<file path="src/rtl/alu_pkg.sv">
// Opcode encodings and legality check shared by the ALU and the arbiter front end.
package alu_pkg;

  typedef logic [3:0] opr_t;

  localparam opr_t OPR_ADD  = 4'b0000;
  localparam opr_t OPR_SUB  = 4'b1000;
  localparam opr_t OPR_SLL  = 4'b0001;
  localparam opr_t OPR_SLT  = 4'b0010;
  localparam opr_t OPR_SLTU = 4'b0011;
  localparam opr_t OPR_XOR  = 4'b0100;
  localparam opr_t OPR_SRL  = 4'b0101;
  localparam opr_t OPR_SRA  = 4'b1101;
  localparam opr_t OPR_OR   = 4'b0110;
  localparam opr_t OPR_AND  = 4'b0111;

  function automatic logic opr_legal(input opr_t opr);
    case (opr)
      OPR_ADD, OPR_SUB, OPR_SLL, OPR_SLT, OPR_SLTU,
      OPR_XOR, OPR_SRL, OPR_SRA, OPR_OR, OPR_AND: opr_legal = 1'b1;
      default:                                     opr_legal = 1'b0;
    endcase
  endfunction

endpackage

</file>
<file path="src/rtl/alu.sv">
// Purely combinational 32-bit integer ALU; unknown opcodes produce 0.
module alu
  import alu_pkg::*;
(
  input  logic [31:0] a,
  input  logic [31:0] b,
  input  opr_t        opr,
  output logic [31:0] result
);

  always_comb begin
    result = '0;
    case (opr)
      OPR_ADD:  result = a + b;
      OPR_SUB:  result = a - b;
      OPR_SLL:  result = a << b[4:0];
      OPR_SLT:  result = {31'b0, $signed(a) < $signed(b)};
      OPR_SLTU: result = {31'b0, a < b};
      OPR_XOR:  result = a ^ b;
      OPR_SRL:  result = a >> b[4:0];
      OPR_SRA:  result = $unsigned($signed(a) >>> b[4:0]);
      OPR_OR:   result = a | b;
      OPR_AND:  result = a & b;
      default:  result = '0;
    endcase
  end

endmodule

</file>
<file path="src/rtl/rr_arbiter.sv">
// Round-robin arbiter: combinational one-hot grant scanning from ptr; ptr moves
// past the winner only when the grant is actually consumed (advance).
module rr_arbiter #(
  parameter int NUM_REQ = 2,
  parameter int ID_W    = 1
) (
  input  logic               clk,
  input  logic               rst_n,
  input  logic [NUM_REQ-1:0] req,
  input  logic               advance,
  output logic [NUM_REQ-1:0] grant
);

  logic [ID_W-1:0] ptr;
  logic [ID_W-1:0] gidx;
  logic [ID_W-1:0] idx;
  logic            found;

  always_comb begin
    grant = '0;
    gidx  = ptr;
    idx   = '0;
    found = 1'b0;
    for (int k = 0; k < NUM_REQ; k++) begin
      idx = ID_W'((int'(ptr) + k) % NUM_REQ);
      if (!found && req[idx]) begin
        found      = 1'b1;
        grant[idx] = 1'b1;
        gidx       = idx;
      end
    end
  end

  always_ff @(posedge clk or negedge rst_n) begin
    if (!rst_n) begin
      ptr <= '0;
    end else if (advance) begin
      ptr <= (int'(gidx) + 1 == NUM_REQ) ? '0 : gidx + 1'b1;
    end
  end

endmodule

</file>
<file path="src/rtl/alu_arbiter.sv">
// Shares one ALU among NUM_REQ valid/ready requesters with round-robin grant and
// a single registered, ID-tagged response slot (1-cycle latency, 1 op/cycle).
module alu_arbiter
  import alu_pkg::*;
#(
  parameter int NUM_REQ = 2,
  parameter int ID_W    = (NUM_REQ > 1) ? $clog2(NUM_REQ) : 1
) (
  input  logic                 clk,
  input  logic                 rst_n,
  input  logic [NUM_REQ-1:0]   req_valid,
  output logic [NUM_REQ-1:0]   req_ready,
  input  logic [NUM_REQ*32-1:0] req_a,
  input  logic [NUM_REQ*32-1:0] req_b,
  input  logic [NUM_REQ*4-1:0] req_opr,
  output logic                 rsp_valid,
  input  logic                 rsp_ready,
  output logic [ID_W-1:0]      rsp_id,
  output logic [31:0]          rsp_result,
  output logic                 rsp_err,
  output logic [31:0]          ops_done
);

  logic [NUM_REQ-1:0] grant;
  logic               slot_free;
  logic               accept;
  logic [31:0]        sel_a;
  logic [31:0]        sel_b;
  opr_t               sel_opr;
  logic [ID_W-1:0]    sel_id;
  logic [31:0]        alu_result;

  assign slot_free = !rsp_valid || rsp_ready;
  assign req_ready = grant & {NUM_REQ{slot_free && rst_n}};
  assign accept    = |req_ready;

  rr_arbiter #(
    .NUM_REQ (NUM_REQ),
    .ID_W    (ID_W)
  ) u_rr (
    .clk     (clk),
    .rst_n   (rst_n),
    .req     (req_valid),
    .advance (accept),
    .grant   (grant)
  );

  // One-hot AND-OR mux: no priority encoder in the operand path.
  always_comb begin
    sel_a   = '0;
    sel_b   = '0;
    sel_opr = '0;
    sel_id  = '0;
    for (int i = 0; i < NUM_REQ; i++) begin
      if (grant[i]) begin
        sel_a   |= req_a[32*i +: 32];
        sel_b   |= req_b[32*i +: 32];
        sel_opr |= req_opr[4*i +: 4];
        sel_id   = ID_W'(i);
      end
    end
  end

  alu u_alu (
    .a      (sel_a),
    .b      (sel_b),
    .opr    (sel_opr),
    .result (alu_result)
  );

  always_ff @(posedge clk or negedge rst_n) begin
    if (!rst_n) begin
      rsp_valid  <= 1'b0;
      rsp_id     <= '0;
      rsp_result <= '0;
      rsp_err    <= 1'b0;
      ops_done   <= '0;
    end else begin
      if (accept) begin
        rsp_valid  <= 1'b1;
        rsp_id     <= sel_id;
        rsp_result <= opr_legal(sel_opr) ? alu_result : 32'd0;
        rsp_err    <= !opr_legal(sel_opr);
        ops_done   <= ops_done + 32'd1;
      end else if (rsp_ready) begin
        rsp_valid  <= 1'b0;
      end
    end
  end

endmodule

</file>
<file path="config.mk">
export PLATFORM = sky130hd
export DESIGN_NAME = alu_arbiter
export DESIGN_NICKNAME = d
export VERILOG_FILES = /design/src/rtl/alu_pkg.sv /design/src/rtl/alu.sv /design/src/rtl/rr_arbiter.sv /design/src/rtl/alu_arbiter.sv
export SDC_FILE = /design/constraint.sdc
export NUM_CORES = 1
export LEC_CHECK = 0
export CAP_MARGIN = 25
export CELL_PAD_IN_SITES_DETAIL_PLACEMENT = 2
export CELL_PAD_IN_SITES_GLOBAL_PLACEMENT = 2
export CORE_MARGIN = 1.5
export CORE_UTILIZATION = 32
export CTS_CLUSTER_DIAMETER = 30
export DETAILED_ROUTE_END_ITERATION = 8
export PLACE_DENSITY_LB_ADDON = 0.1
export RECOVER_POWER = 50
export SLEW_MARGIN = 20
export SYNTH_ARGS = -nofsm -noshare
export SYNTH_HDL_FRONTEND = slang
export SYNTH_HIERARCHICAL = 1
export SYNTH_SLANG_ARGS = --single-unit
</file>
<file path="constraint.sdc">
create_clock -name clk -period 6.13 [get_ports clk]
set_input_delay 1.226 -clock clk [delete_from_list [all_inputs] [get_ports clk]]
set_output_delay 1.226 -clock clk [all_outputs]
set_load 0.05 [all_outputs]
</file>
==> metrics.md, run 1 <==
| Metric | Value |
|---|---|
| Main synth FF type | `dfrtp_1` |
| Post-CTS Setup Bufs | `0` |
| Final Cell Area | `15,600 sq um` |
| Synth cell count leaders | `nor2_1, a21oi_1, nand2_1, a22o_1, inv_1` |
| VDD IR max | `181 uV` |
| Worst-path fanout max | `18` |
| Fraction of registers with async set/reset | `1.00` |
| Number of synthesized flops with an enable pin | `0` |
| Die Ht | `199 um` |
| Cells after synthesis | `1,587` |
| Nets@finish | `2,031` |
| DRC | `0` |
| Number of placed I/O pins | `210` |
| Critical path class | `in -> reg` |
| Crit. End Element | `register` |
| Layout cell share with drive strength beyond 1 | `0.123` |
| Worst r2r src | `u_rr/ptr` |
| Leakage | `6.50 nW` |
| CTS Hold Bufs | `0` |
| Final hold violation count | `0` |
| CP startpoint | `req_valid[1]` |
| Mean post-synth cell area | `7.75 sq um` |
| Worst Min Path Start | `ops_done[31]` |
| Wire length per cell | `29.5 um` |
| DRT Wirelength | `68.0 mm` |
| Std-Cell Core Area | `37,800 sq um` |
| Setup Viol. Count Final | `0` |
| RSZ-0062 raised after global routing | `false` |
| Clk root buf | `clkbuf_16` |
| First-pass GRT wire length | `101 mm` |
| Vias per cell | `6.25` |
| CTS tree | `done` |
| Max-Cap Viols | `1` |
| F_max | `174 MHz` |
| Worst clock skew | `0.0224 ns` |
| Die W | `199 um` |
| Post-route ant nets | `0` |
| Placed Area | `15,300 sq um` |
| Synth top area share | `0.138` |
| # diodes | `0` |
| Violated checks | `capacitance limit, slew limit` |
| Clk sinks | `68` |
| Synth warn | `6` |
| Max Slew Vio Count | `53` |
| TritonCTS Buffers | `9` |
| Clock-pin slew on the worst setup and hold paths | `0.07 ns` |
| PnR Total Power | `0.00564 W` |
| H-tree lvl count | `3` |
| Most numerous cell in the Yosys netlist | `nor2_1` |
| Drt pass-1 iters | `5` |
| Largest cells by area after synthesis | `dfrtp_1, ha_1, mux4_2` |
| RePlAce Congestion | `1.01` |
| Largest net degree at the start of global routing | `67` |
| WHS | `0.468 ns` |
| CTS max path bufs | `2` |
| Vias after detailed routing | `14.4k` |
| Synthesized area | `12,300 sq um` |
| GRT overflow | `0` |
| Skew-Pair Late Insertion Delay | `0.40 ns` |
| Initial core utilization | `0.326` |
| Initial antenna violation count | `0` |
| Hold crit path type | `reg -> reg` |
| Syn_nets | `1,828` |
| Gr usage total | `0.346` |
| Setup TNS | `0 ns` |
| Critical Path RT | `6.46 ns` |
| HPWL Detailed | `54.1 mm` |
| Status | `complete, but fails checks` |
| Row count | `71` |
| Worst setup SP type | `input port` |
| CTS-repair resized insts | `0` |
| Seq cells post-synth | `68` |
| Rel. slew slack | `-1.25` |
| Count of cell types in the netlist | `105` |
| Vias in the first global route | `15.3k` |
| Worst-margin pin slew | `3.38 ns` |
| Yosys top cell by area | `dfrtp_1` |
| Fin crit period | `5.74 ns` |
| Seq/Total Area, Yosys | `0.138` |
| Die area | `39,600 sq um` |
| Fin crit share | `0.936` |
| Area delta synth->final | `27.2%` |
| Pwr dens | `361 nW/um^2` |
| Buffers on Ports | `209` |
| First DRT Iteration DRCs | `1,089` |
| CP arrival | `6.06 ns` |
## registers in the layout (all words and copies together), names as in the netlist
register / count
rsp_result: 32
rsp_err: 1
rsp_valid: 1
ops_done: 32
u_rr/ptr: 1
rsp_id: 1
## power by group
part,switching (W),internal [W]
sequential,0.0000885,0.000573
clock,0.000284,0.000323
combinational,0.00284,0.00153
## cells by family (layout without fill, tap and decap cells)
| group | count (synthesis) | count (layout) | synth area share |
|---|---|---|---|
| DFF | 68 | 68 | 0.138 |
| adders and majority gates | 100 | 100 | 0.103 |
| and+or+nand+nor | 473 | 473 | 0.184 |
| xor gates and xnor gates | 41 | 41 | 0.0292 |
| muxes | 94 | 94 | 0.125 |
| AOI/OAI and AO/OA | 587 | 587 | 0.342 |
| buffers and inverters | 224 | 432 | 0.0782 |
## cells in the final DEF, fill, tap and decap left out, types with 16 or more instances in the layout
| cell | count |
|---|---|
| o211ai_1 | 18 |
| o22ai_1 | 16 |
| o21bai_1 | 19 |
| dfrtp_1 | 68 |
| xnor2_1 | 34 |
| clkdlybuf4s50_1 | 175 |
| dlygate4sd3_1 | 33 |
| nor2_1 | 184 |
| nand2_1 | 122 |
| buf_4 | 99 |
| inv_1 | 98 |
| nor3_1 | 41 |
| a22o_1 | 98 |
| mux2i_1 | 43 |
| a21oi_1 | 128 |
| nand3_1 | 23 |
| o21ai_0 | 94 |
| mux4_2 | 42 |
| ha_1 | 98 |
| a211oi_1 | 38 |
## worst max-delay path, cell delays in order
cell and delay [ns]:
clkdlybuf4s50_1 0.54, inv_1 0.13, a21oi_4 0.32, buf_4 0.32, a22o_4 0.23, inv_1 0.10
buf_4 0.16, ha_1 0.33, a21oi_1 0.11, o21ai_0 0.43, a21oi_1 0.27, o21bai_1 0.24
nand2_1 0.10, a2111oi_0 0.46, buf_4 0.21, o22ai_1 0.12, xnor2_1 0.14, o21ai_0 0.39
a22o_1 0.21
## path summary, 6_finish.rpt
kind                                        to  cells past startpoint  slack, ns
worst max-delay path            rsp_result[17]                     19       0.39
worst min-delay path              ops_done[31]                      1       0.47
worst max register to register  rsp_result[17]                     18       1.36
worst min register to register    ops_done[31]                      1       0.47
max in group asynchronous        rsp_result[6]                      2       1.28
min in group asynchronous         ops_done[17]                      1       1.04
## routing by layer
layer | up-vias | wire length, um | GRT usage
met5 | - | 0 | 0
met4 | 0 | 3750 | 0.185
met3 | 141 | 4130 | 0.0483
met2 | 576 | 31400 | 0.570
met1 | 7342 | 28700 | 0.438
li1 | 6360 | - | -
## cell type report
| type | instances | area [sq um] |
|---|---|---|
| Clock inverter | 7 | 82.6 |
| Tap cell | 511 | 639 |
| Multi-Input combinational cell | 1295 | 9690 |
| Clock buffer | 9 | 225 |
| Timing Repair Buffer | 313 | 2910 |
| Fill cell | 4343 | 22100 |
| Sequential cell | 68 | 1700 |
| Inverter | 103 | 392 |
## stage by stage
step           setup slack, ns  std cells  utilization
2_1_floorplan            0.438       1587            -
3_3_place_gp             0.217       2289        0.406
3_5_place_dp            0.0711       2289        0.406
4_1_cts                  0.473       2305        0.414
5_1_grt                  0.148       2306        0.414
6_report                 0.391       2306        0.414
No activity file was read; power rests on OpenSTA's default activity.
==> run 2: changes to the inputs <==
- CORE_UTILIZATION: 32 -> 39
- DONT_BUFFER_PORTS: unset -> 1
==> metrics.md, run 2 (synthesis gave the netlist of run 1 again) <==
| Metric | Value |
|---|---|
| Critical Path RT | `6.39 ns (-0.07 ns)` |
| Drt pass-1 iters | `6 (+1)` |
| Vias per cell | `6.89 (+10%)` |
| Row count | `64 (-9.9%)` |
| Final hold violation count | `0 (unchanged)` |
| Fin crit share | `0.877 (-0.0589)` |
| First DRT Iteration DRCs | `1,111 (+2.0%)` |
| Max stage delay on crit path | `0.69 ns (+0.15 ns)` |
| Nets@finish | `1,793 (-12%)` |
| CTS tree | `done` |
| Initial antenna violation count | `1 (+1)` |
| Max Slew Vio Count | `0 (-100%)` |
| Critical path class | `in -> reg` |
| Status | `complete, no violations` |
| Bufs and invs on worst path | `3 (-3)` |
| Biggest regs | `ops_done (32), rsp_result (32)` |
| Vias after detailed routing | `13.5k (-6.7%)` |
| Clock share of power | `0.112 (+0.004)` |
| Slowest CP cell | `a221oi_2` |
| # diodes | `0 (unchanged)` |
| Post-route insts no fill | `1,953 (-15%)` |
| Number of placed I/O pins | `210 (unchanged)` |
| Area delta synth->final | `7.51%` |
| Initial core utilization | `0.399 (+0.0731)` |
| GRT overflow | `0 (unchanged)` |
| Worst setup SP type | `input port` |
| Reg2Reg Setup Slack | `1.19 ns (-0.17 ns)` |
| Clock-pin slew on the worst setup and hold paths | `0.08 ns (about the same)` |
| Std-Cell Core Area | `30,800 sq um (-18%)` |
| VDD IR max | `221 uV (+22%)` |
| Met3 wire len | `3.41 mm (-17%)` |
| Leakage | `5.53 nW (-15%)` |
| Worst clock skew | `0.0179 ns (-0.00448 ns)` |
| Comb power frac | `0.675 (-0.100)` |
| Gr usage total | `0.377 (+0.0312)` |
| Worst path depth | `16 (-3)` |
| FF+latch area | `1700 sq um (unchanged)` |
| TritonCTS Buffers | `9 (unchanged)` |
| CTS max path bufs | `2 (unchanged)` |
| CP arrival | `5.63 ns (-0.43 ns)` |
| Fillers | `3,588 (-17%)` |
| Rel. slew slack | `0.471 (+1.72)` |
| RSZ-0062 raised after global routing | `false` |
| Vias in the first global route | `14.0k (-8.0%)` |
| Largest net degree at the start of global routing | `79 (+18%)` |
| Critical-path cell list | `a21boi_4 -> buf_4 -> buf_4 -> a22o_1 -> inv_1 -> ha_1 -> a21oi_1 -> nand2_1 -> o2111ai_2 -> a311oi_2 -> a221oi_2 -> o21ai_0 -> a2111o_1 -> o2111ai_1 -> o311ai_1 -> a22o_1` |
| H-tree lvl count | `3 (unchanged)` |
| Dpl cells | `1,936 (-15%)` |
| Wire length per cell | `31.7 um (+7.6%)` |
| Worst r2r src | `u_rr/ptr` |
| Reg2reg end | `rsp_result[26]` |
| Clk sinks | `68 (unchanged)` |
| Worst-path fanout max | `13 (-5)` |
| Pwr dens | `398 nW/um^2 (+10%)` |
| Die W | `181 um (-9.3%)` |
| Most frequent cells in the layout | `nor2_1, a21oi_1, nand2_1` |
| CTS-repair resized insts | `0 (unchanged)` |
| Commonest non-fill, non-tap cell in the layout | `nor2_1` |
| Psw | `0.00313 W (-2.6%)` |
| RePlAce Congestion | `0.975 (-3.1%)` |
| Clk root buf | `clkbuf_16` |
| Fin crit period | `5.38 ns (-0.361 ns)` |
| HPWL Detailed | `48.8 mm (-9.8%)` |
| Highest routed layer | `met5` |
| Skew-Pair Late Insertion Delay | `0.37 ns (-0.03 ns)` |
| Die area | `32,600 sq um (-18%)` |
| Met2 wire length | `28.7 mm (-8.7%)` |
| R2R depth | `16 (-2)` |
| Internal power | `0.00214 W (-12%)` |
| Post-CTS Setup Bufs | `0 (unchanged)` |
| Setup TNS | `0 ns (unchanged)` |
| Footprint of the multi-input gates | `9680 sq um (about the same)` |
| Buffers on Ports | `0 (-100%)` |
| Hold crit path type | `in -> async` |
| Switching share of total power | `0.594 (+0.0246)` |
| Layout cell share with drive strength beyond 1 | `0.123 (about the same)` |
| Crit. End Element | `register` |
| Worst-margin pin slew | `0.787 ns (-2.59 ns)` |
| Top delay family on crit path | `compound AO/OA/AOI/OAI gates` |
| First-pass GRT wire length | `92.5 mm (-8.5%)` |
| Sequential cell fraction of total power | `0.212 (+0.095)` |
| Max-Cap Viols | `0 (-1)` |
| Setup Viol. Count Final | `0 (unchanged)` |
| Post-route ant nets | `0 (unchanged)` |
| F_max | `186 MHz (+6.7%)` |
| Routed length on met1 | `25.5 mm (-11%)` |
| CTS Hold Bufs | `0 (unchanged)` |
| DRT Wirelength | `62.0 mm (-8.9%)` |
| Die Ht | `181 um (-9.3%)` |
| DRC | `0 (unchanged)` |
==> run 2: cell count changes in the layout (fill, tap and decap cells not counted), sizes merged <==
cell	previous run	this run
clkinv	2	3
clkinvlp	2	1
clkbuf	11	9
dlygate4sd3	33	0
buf	103	75
clkdlybuf4s50	175	0
==> run 2: worst reg2reg max path, delay by kind of cell (launching register included) <==
| family | cells | cell delay, ns |
|---|---|---|
| flip-flops | 1 | 0.41 |
| AO/OA/AOI/OAI | 11 | 3.32 |
| buffers and inverters | 3 | 0.58 |
| AND/OR/NAND/NOR | 1 | 0.11 |
| adder cells (fa/ha/maj) | 1 | 0.42 |
==> run 2: layout make-up <==
class	count	share of cell area
clock buffers	9	0.0170
clock inverters	7	0.00615
inverters	103	0.0296
multi-input cells	1295	0.733
flip-flops and latches	68	0.129
well taps	396	0.0375
repair buffers	75	0.0483
==> run 2: stage by stage <==
stage               setup slack [ns]  hold slack (ns)   util  instance area (sq um)  total power, W
finish                         0.752            0.547  0.429                  13200         0.00526
global route                   0.553            0.534  0.429                  13200         0.00553
CTS                            0.830            0.534  0.428                  13200         0.00520
detailed placement             0.447            0.676  0.418                  12900         0.00458
global placement               0.579            0.648  0.418                  12900         0.00447
floorplan                      0.438            0.518      -                  12300         0.00339
==> run 2: power by group through the flow <==
stage          clock [W]  combinational, W  sequential [W]
6_report        0.000592           0.00356         0.00112
3_5_place_dp           0           0.00345         0.00113
2_1_floorplan          0           0.00231         0.00108
3_3_place_gp           0           0.00335         0.00112
4_1_cts         0.000601           0.00348         0.00112
5_1_grt         0.000612           0.00378         0.00113
==> run 2: worst max-delay path by stage <==
stage | startpoint | to
3_3_place_gp | req_valid[0] | rsp_result[30]
3_5_place_dp | req_valid[0] | rsp_result[26]
4_1_cts | req_valid[0] | rsp_result[26]
5_1_grt | req_valid[0] | rsp_result[26]
6_report | req_valid[0] | rsp_result[26]
2_1_floorplan | req_valid[1] | rsp_result[30]
==> run 2: layer usage <==
layer  GRT usage  vias to the layer above
li1            -                     5877
met1       0.469                     6885
met2       0.618                      552
met3      0.0501                      143
met4       0.238                        2
met5           0                        -
==> run 3: changes to the inputs <==
- ABC_CLOCK_PERIOD_IN_PS: unset -> 6130
==> results of run 3 <==
No change in the layout: final DEF, timing and power equal those of run 2.
